<file path="src/rtl/sqrt_lut_arbiter_pkg.sv">
// sqrt_arb_pkg: shared widths, tag-width rule and tag pipe record for sqrt_lut_arbiter.
package sqrt_arb_pkg;
    localparam int DIN_WIDTH_DEF  = 17;
    localparam int DOUT_WIDTH_DEF = 16;
    localparam int MAX_CH         = 8;
    localparam int CH_W           = $clog2(MAX_CH);

    function automatic int tag_w(input int n);
        return (n > 1) ? $clog2(n) : 1;
    endfunction

    typedef struct packed {
        logic            valid;
        logic [CH_W-1:0] ch;
    } tag_t;
endpackage

</file>
<file path="src/rtl/sqrt_lut_arbiter_if.sv">
// sqrt_lut_arbiter_if: requester, response and shared-ROM signals of sqrt_lut_arbiter.
interface sqrt_lut_arbiter_if
    import sqrt_arb_pkg::*;
#(
    parameter int N_CH       = 4,
    parameter int DIN_WIDTH  = DIN_WIDTH_DEF,
    parameter int DOUT_WIDTH = DOUT_WIDTH_DEF
);
    logic [N_CH*DIN_WIDTH-1:0]  req_din;
    logic [N_CH-1:0]            req_valid;
    logic [N_CH-1:0]            req_ready;
    logic [DIN_WIDTH-1:0]       lut_din;
    logic                       lut_din_valid;
    logic [DOUT_WIDTH-1:0]      lut_dout;
    logic                       lut_dout_valid;
    logic [N_CH*DOUT_WIDTH-1:0] resp_dout;
    logic [N_CH-1:0]            resp_valid;
    logic [N_CH-1:0]            resp_ready;
    logic                       tag_err;

    modport master (
        output req_din, req_valid, lut_dout, lut_dout_valid, resp_ready,
        input  req_ready, lut_din, lut_din_valid, resp_dout, resp_valid, tag_err
    );

    modport slave (
        input  req_din, req_valid, lut_dout, lut_dout_valid, resp_ready,
        output req_ready, lut_din, lut_din_valid, resp_dout, resp_valid, tag_err
    );
endinterface

</file>
<file path="src/rtl/sqrt_lut_arbiter_rr.sv">
// rr_arbiter: combinational round-robin pick of the first eligible channel after rr_ptr_i.
module rr_arbiter
    import sqrt_arb_pkg::*;
#(
    parameter int N_CH = 4,
    localparam int TAG_W = tag_w(N_CH)
) (
    input  logic [N_CH-1:0]  eligible_i,
    input  logic [TAG_W-1:0] rr_ptr_i,
    output logic [N_CH-1:0]  grant_o,
    output logic [TAG_W-1:0] grant_idx_o,
    output logic             grant_valid_o
);
    logic [TAG_W-1:0] idx;

    // Scan from lowest to highest priority so the last hit is the winner.
    always_comb begin
        grant_o       = '0;
        grant_idx_o   = '0;
        grant_valid_o = 1'b0;
        idx           = '0;
        for (int k = N_CH; k >= 1; k--) begin
            idx = TAG_W'((int'(rr_ptr_i) + k) % N_CH);
            if (eligible_i[idx]) begin
                grant_o       = '0;
                grant_o[idx]  = 1'b1;
                grant_idx_o   = idx;
                grant_valid_o = 1'b1;
            end
        end
    end
endmodule

</file>
<file path="src/rtl/sqrt_lut_arbiter.sv">
// sqrt_lut_arbiter: round-robin sharing of one registered sqrt ROM among N_CH requesters.
// Defining SQRT_ARB_STATS_EN adds per-channel 32-bit grant counters on grant_cnt.
module sqrt_lut_arbiter
    import sqrt_arb_pkg::*;
#(
    parameter int N_CH        = 4,
    parameter int DIN_WIDTH   = DIN_WIDTH_DEF,
    parameter int DOUT_WIDTH  = DOUT_WIDTH_DEF,
    parameter int LUT_LATENCY = 1
) (
    input logic clk,
    input logic rst,
    sqrt_lut_arbiter_if.slave bus
`ifdef SQRT_ARB_STATS_EN
    ,
    output logic [N_CH*32-1:0] grant_cnt
`endif
);
    localparam int TAG_W = tag_w(N_CH);

    logic [N_CH-1:0]            pending_q, pending_d, resp_valid_q, resp_valid_d;
    logic [N_CH-1:0]            eligible, grant, accept;
    logic [N_CH*DOUT_WIDTH-1:0] resp_dout_q, resp_dout_d;
    logic [DIN_WIDTH-1:0]       lut_din_q, lut_din_d;
    logic                       lut_din_valid_q, tag_err_q, tag_err_d;
    logic [TAG_W-1:0]           rr_ptr_q, rr_ptr_d, gidx;
    logic                       gv, hit, mism;
    logic [LUT_LATENCY-1:0]     quiet_q;
    tag_t                       tag_q [LUT_LATENCY+1];

    assign eligible = bus.req_valid & ~pending_q;
    assign accept   = resp_valid_q & bus.resp_ready;

    rr_arbiter #(.N_CH(N_CH)) u_arb (
        .eligible_i    (eligible),
        .rr_ptr_i      (rr_ptr_q),
        .grant_o       (grant),
        .grant_idx_o   (gidx),
        .grant_valid_o (gv)
    );

    // Strobes from issues made just before reset may still land; quiet_q masks them.
    assign hit  = bus.lut_dout_valid & tag_q[LUT_LATENCY].valid;
    assign mism = (bus.lut_dout_valid != tag_q[LUT_LATENCY].valid) & ~quiet_q[0];

    always_comb begin
        pending_d    = (pending_q & ~accept) | grant;
        resp_valid_d = resp_valid_q & ~accept;
        resp_dout_d  = resp_dout_q;
        for (int i = 0; i < N_CH; i++) begin
            if (hit && tag_q[LUT_LATENCY].ch == CH_W'(i)) begin
                resp_valid_d[i]                        = 1'b1;
                resp_dout_d[i*DOUT_WIDTH +: DOUT_WIDTH] = bus.lut_dout;
            end
        end
        lut_din_d = gv ? bus.req_din[gidx*DIN_WIDTH +: DIN_WIDTH] : lut_din_q;
        rr_ptr_d  = gv ? gidx : rr_ptr_q;
        tag_err_d = tag_err_q | mism;
    end

    always_ff @(posedge clk) begin
        if (rst) begin
            pending_q       <= '0;
            resp_valid_q    <= '0;
            resp_dout_q     <= '0;
            lut_din_q       <= '0;
            lut_din_valid_q <= 1'b0;
            tag_err_q       <= 1'b0;
            rr_ptr_q        <= TAG_W'(N_CH - 1);
            quiet_q         <= '1;
            for (int k = 0; k <= LUT_LATENCY; k++) tag_q[k] <= '0;
        end else begin
            pending_q       <= pending_d;
            resp_valid_q    <= resp_valid_d;
            resp_dout_q     <= resp_dout_d;
            lut_din_q       <= lut_din_d;
            lut_din_valid_q <= gv;
            tag_err_q       <= tag_err_d;
            rr_ptr_q        <= rr_ptr_d;
            quiet_q         <= quiet_q >> 1;
            tag_q[0]        <= '{valid: gv, ch: CH_W'(gidx)};
            for (int k = 1; k <= LUT_LATENCY; k++) tag_q[k] <= tag_q[k-1];
        end
    end

    assign bus.req_ready     = rst ? '0 : grant;
    assign bus.lut_din       = lut_din_q;
    assign bus.lut_din_valid = lut_din_valid_q;
    assign bus.resp_dout     = resp_dout_q;
    assign bus.resp_valid    = resp_valid_q;
    assign bus.tag_err       = tag_err_q;

`ifdef SQRT_ARB_STATS_EN
    logic [N_CH*32-1:0] cnt_q;

    always_ff @(posedge clk) begin
        if (rst) begin
            cnt_q <= '0;
        end else begin
            for (int i = 0; i < N_CH; i++)
                if (grant[i]) cnt_q[i*32 +: 32] <= cnt_q[i*32 +: 32] + 32'd1;
        end
    end

    assign grant_cnt = cnt_q;
`endif
endmodule

</file>
<file path="src/flat_wrapper.sv">
// flat-port wrapper written by rule: the top's interface ports become plain ports
module sqrt_lut_arbiter_flat import sqrt_arb_pkg::*;
#(
    parameter int N_CH        = 4,
    parameter int DIN_WIDTH   = DIN_WIDTH_DEF,
    parameter int DOUT_WIDTH  = DOUT_WIDTH_DEF,
    parameter int LUT_LATENCY = 1
)
  (clk, rst, bus_req_din, bus_req_valid, bus_lut_dout, bus_lut_dout_valid, bus_resp_ready, bus_req_ready, bus_lut_din, bus_lut_din_valid, bus_resp_dout, bus_resp_valid, bus_tag_err);
  sqrt_lut_arbiter_if #(.N_CH(N_CH), .DIN_WIDTH(DIN_WIDTH), .DOUT_WIDTH(DOUT_WIDTH)) bus_i ();
  input logic clk;
  input logic rst;
  input wire logic [$bits(bus_i.req_din)-1:0] bus_req_din;
  input wire logic [$bits(bus_i.req_valid)-1:0] bus_req_valid;
  input wire logic [$bits(bus_i.lut_dout)-1:0] bus_lut_dout;
  input wire logic [$bits(bus_i.lut_dout_valid)-1:0] bus_lut_dout_valid;
  input wire logic [$bits(bus_i.resp_ready)-1:0] bus_resp_ready;
  output wire logic [$bits(bus_i.req_ready)-1:0] bus_req_ready;
  output wire logic [$bits(bus_i.lut_din)-1:0] bus_lut_din;
  output wire logic [$bits(bus_i.lut_din_valid)-1:0] bus_lut_din_valid;
  output wire logic [$bits(bus_i.resp_dout)-1:0] bus_resp_dout;
  output wire logic [$bits(bus_i.resp_valid)-1:0] bus_resp_valid;
  output wire logic [$bits(bus_i.tag_err)-1:0] bus_tag_err;
  assign bus_i.req_din = bus_req_din;
  assign bus_i.req_valid = bus_req_valid;
  assign bus_i.lut_dout = bus_lut_dout;
  assign bus_i.lut_dout_valid = bus_lut_dout_valid;
  assign bus_i.resp_ready = bus_resp_ready;
  assign bus_req_ready = bus_i.req_ready;
  assign bus_lut_din = bus_i.lut_din;
  assign bus_lut_din_valid = bus_i.lut_din_valid;
  assign bus_resp_dout = bus_i.resp_dout;
  assign bus_resp_valid = bus_i.resp_valid;
  assign bus_tag_err = bus_i.tag_err;
  sqrt_lut_arbiter #(.N_CH(N_CH), .DIN_WIDTH(DIN_WIDTH), .DOUT_WIDTH(DOUT_WIDTH), .LUT_LATENCY(LUT_LATENCY)) u_core (.clk(clk), .rst(rst), .bus(bus_i));
endmodule
</file>
<file path="config.mk">
export PLATFORM = sky130hd
export DESIGN_NAME = sqrt_lut_arbiter_flat
export DESIGN_NICKNAME = d
export VERILOG_FILES = /design/src/rtl/sqrt_lut_arbiter_pkg.sv /design/src/rtl/sqrt_lut_arbiter_if.sv /design/src/rtl/sqrt_lut_arbiter_rr.sv /design/src/rtl/sqrt_lut_arbiter.sv /design/src/flat_wrapper.sv
export SDC_FILE = /design/constraint.sdc
export NUM_CORES = 1
export LEC_CHECK = 0
export ABC_AREA = 0
export CAP_MARGIN = 20
export CORE_ASPECT_RATIO = 0.8
export CORE_MARGIN = 5
export CORE_UTILIZATION = 47
export CTS_CLUSTER_DIAMETER = 150
export DETAILED_ROUTE_END_ITERATION = 8
export PLACE_DENSITY_LB_ADDON = 0.1
export SLEW_MARGIN = 0
export SYNTH_ARGS = -nofsm -noshare
export SYNTH_HDL_FRONTEND = slang
export SYNTH_SLANG_ARGS = --single-unit
</file>
<file path="constraint.sdc">
create_clock -name clk -period 8.1 [get_ports clk]
set_clock_uncertainty 0.15 [all_clocks]
set_input_delay 1.62 -clock clk [delete_from_list [all_inputs] [get_ports clk]]
set_output_delay 1.62 -clock clk [all_outputs]
set_load 0.02 [all_outputs]
</file>
==> results.toml <==
[clock_tree]
path_clk_slew_ps = 70
clk_latency_ps = 340
clock_path_buffers = 2
cts_resized = 0
cts-root-buf = "clkbuf_16"
ctsHoldBuffers = 0
ctsHtreeMaxLevel = 3
cts_buffers = 9
post-cts-setup-buffers = 0
cts_num_sinks = 99
cts_tree = "yes"

[timing]
hold_viol = 0
period_needed_ps = 6190
tns_ps = 0
maxSlewViolCount = 0
grt_setup_unrepaired = "no"
max_clock_freq_mhz = 161
slew-limit-headroom_pct = 27.2
setup_viol = 0
worst_slew_pin_slew_ps = 1090
finalCritPeriodShare_pct = 76.5

[routing]
routedWlPerCell_um = 17.2
vias = 4393
drc_errors = 0
drt_first_iter_violations = 337
wl_mm = 14.0
drt-vias-per-instance = 5.42
dr.pass1.iters = 4
drt.antenna.violating_nets = 0

[min_path]
hold_class = "flop to flop"
min-delay-start = "u_core.tag_q[0][1]"

[finish]
nFillCells = 783
drive_gt1_share_pct = 5.49
diodes = 0
nets = 791
final_util_pct = 70.1
area_growth_pct = 47.5
layoutNonFillerInstCount = 811

[critical_path]
cp-endpoint = "bus_req_ready[0]"
crit_type = "input pin to output port"
path_cells = "clkdlybuf4s50_1 -> nor2b_1 -> mux4_1 -> and2_1 -> a221oi_1 -> nor2b_1 -> clkdlybuf4s50_1"
timing.rr.start = "u_core.rr_ptr_q[0]"
crit_start = "bus_req_valid[1]"
start_kind = "input pin"
cp.arrival_ps = 4420
reg2reg_depth = 7
reg2reg_slack_ps = 4130
worstPathMaxFanout = 8
cp.required_ps = 6330
critPathCaptureType = "output port"
critPathTopFamily = "buffers and inverters"
cp.depth = 7
critPathMaxStageDelay_ps = 640
crit_buf_inv = 2
worstReg2RegEnd = "u_core.bus.lut_din[9]"
cp_slowest_cell = "mux4_1"

[yosys]
yosys_warnings = 0
synth_common_cells = "nand2_1, dfxtp_1, a21oi_1"
yosysMostFrequentCell = "nand2_1"
yosys-top-cells-area = "dfxtp_1, nand2_1, a21oi_1"
synth_area_leader_cell = "dfxtp_1"
synthFlopType = "dfxtp_1"
async_flop_share_pct = 0
avgSynthCellArea_um2 = 8.66
synth_top_area_share_pct = 43.8
syn_inst = 523
ys_ff_latch = 99
ys_types = 39
yosysSeqAreaShare_pct = 43.8
synth-edff-count = 0
synthesis.nets = 627
synth_area_um2 = 4530

[pwr]
powerDensity_nw_per_um2 = 291
leakagePower_nw = 2.34
irDropWorstVdd_uv = 143

[global_route]
gr-total-overflow = 0
grt_pass1_wl_mm = 22.4
track_usage_pct = 23.5
grt_max_degree = 96
antenna_found_initial = 0
grt_pass1_vias = 4425

[floorplan]
start_util_pct = 47.5
rows = 32
die_h_um = 97.8
core_area_um2 = 9530
die_area_um2 = 11700
die_w_um = 120
pin_count = 186

[run_status]
outcome = "complete, no violations"

[place]
routabilityCongestion = 0.881
hpwl_mm = 10.2
place_inst = 794
port_buffers = 185

[run]
maxCapViolations = 0
## sequential cells by signal, summed over array words and instances (netlist names)
| signal | flops |
|---|---|
| u_core.bus.resp_dout | 64 |
| u_core.bus.lut_din | 17 |
| u_core.bus.resp_valid | 4 |
| u_core.bus.tag_err | 1 |
| u_core.quiet_q | 1 |
| u_core.rr_ptr_q | 2 |
| u_core.tag_q | 6 |
| u_core.pending_q | 4 |
## metal layers
metal	track usage (%)	wire (um)	vias to the layer above
met5	0	0	-
met4	5.72	196	0
met3	8.74	1230	19
met2	39.8	6790	175
met1	28.6	5750	2049
li1	-	-	2150
## how the worst min path moves through the flow
stage          slack, ps  cells past startpoint                       end
2_1_floorplan        260                      1        u_core.tag_q[0][4]
3_3_place_gp         270                      1        u_core.tag_q[0][4]
3_5_place_dp         280                      1        u_core.tag_q[0][5]
4_1_cts              300                      1        u_core.tag_q[0][5]
5_1_grt              320                      2  u_core.bus.resp_dout[61]
6_report             290                      1        u_core.tag_q[0][5]
## cell families after synthesis
logic type                 count (synthesis)  synth area share [%]
and+or+nand+nor                          202                  19.8
AOI/OAI and AO/OA                        145                  21.7
DFF                                       99                  43.8
buffers and inverters                     42                  4.59
muxes                                     26                  7.66
adders and majority gates                  9                  2.49
## power by group
group	switching, mW	internal (mW)
logic	0.493	0.398
registers	0.0615	0.560
clock network	0.186	0.242
total	0.740	1.20
## cells in the final DEF, fill, tap and decap left out, types with 8 or more instances in the layout
master,n
ha_1,9
and2_1,18
nand2b_1,8
dfxtp_1,99
o21bai_1,17
a21oi_1,76
clkbuf_16,9
nand2_1,136
a211oi_2,9
nor2_1,13
a221oi_1,21
mux2i_1,20
nor2b_1,11
clkdlybuf4s50_1,184
a211oi_1,13
## area by class of cell
cell class	count	area (um2)	share of cell area, %
clock buffer	10	229	3.43
sequential	99	1980	29.7
timing repair buffer	188	1880	28.1
clock inverter	6	71.3	1.07
inverter	7	26.3	0.393
multi-input combinational	382	2350	35.1
tap	119	149	2.23
## through the flow
| step | total power [mW] | hold WS, ps | area (um2) | setup WS (ps) |
|---|---|---|---|---|
| global route | 2.05 | 320 | 6680 | 1750 |
| floorplan | 1.26 | 264 | 4530 | 3070 |
| detailed placement | 1.52 | 281 | 6370 | 1950 |
| CTS | 1.95 | 299 | 6670 | 1930 |
| global placement | 1.49 | 275 | 6370 | 2000 |
| finish | 1.94 | 294 | 6680 | 1910 |
Note: power is estimated with default switching activity, not from simulation.
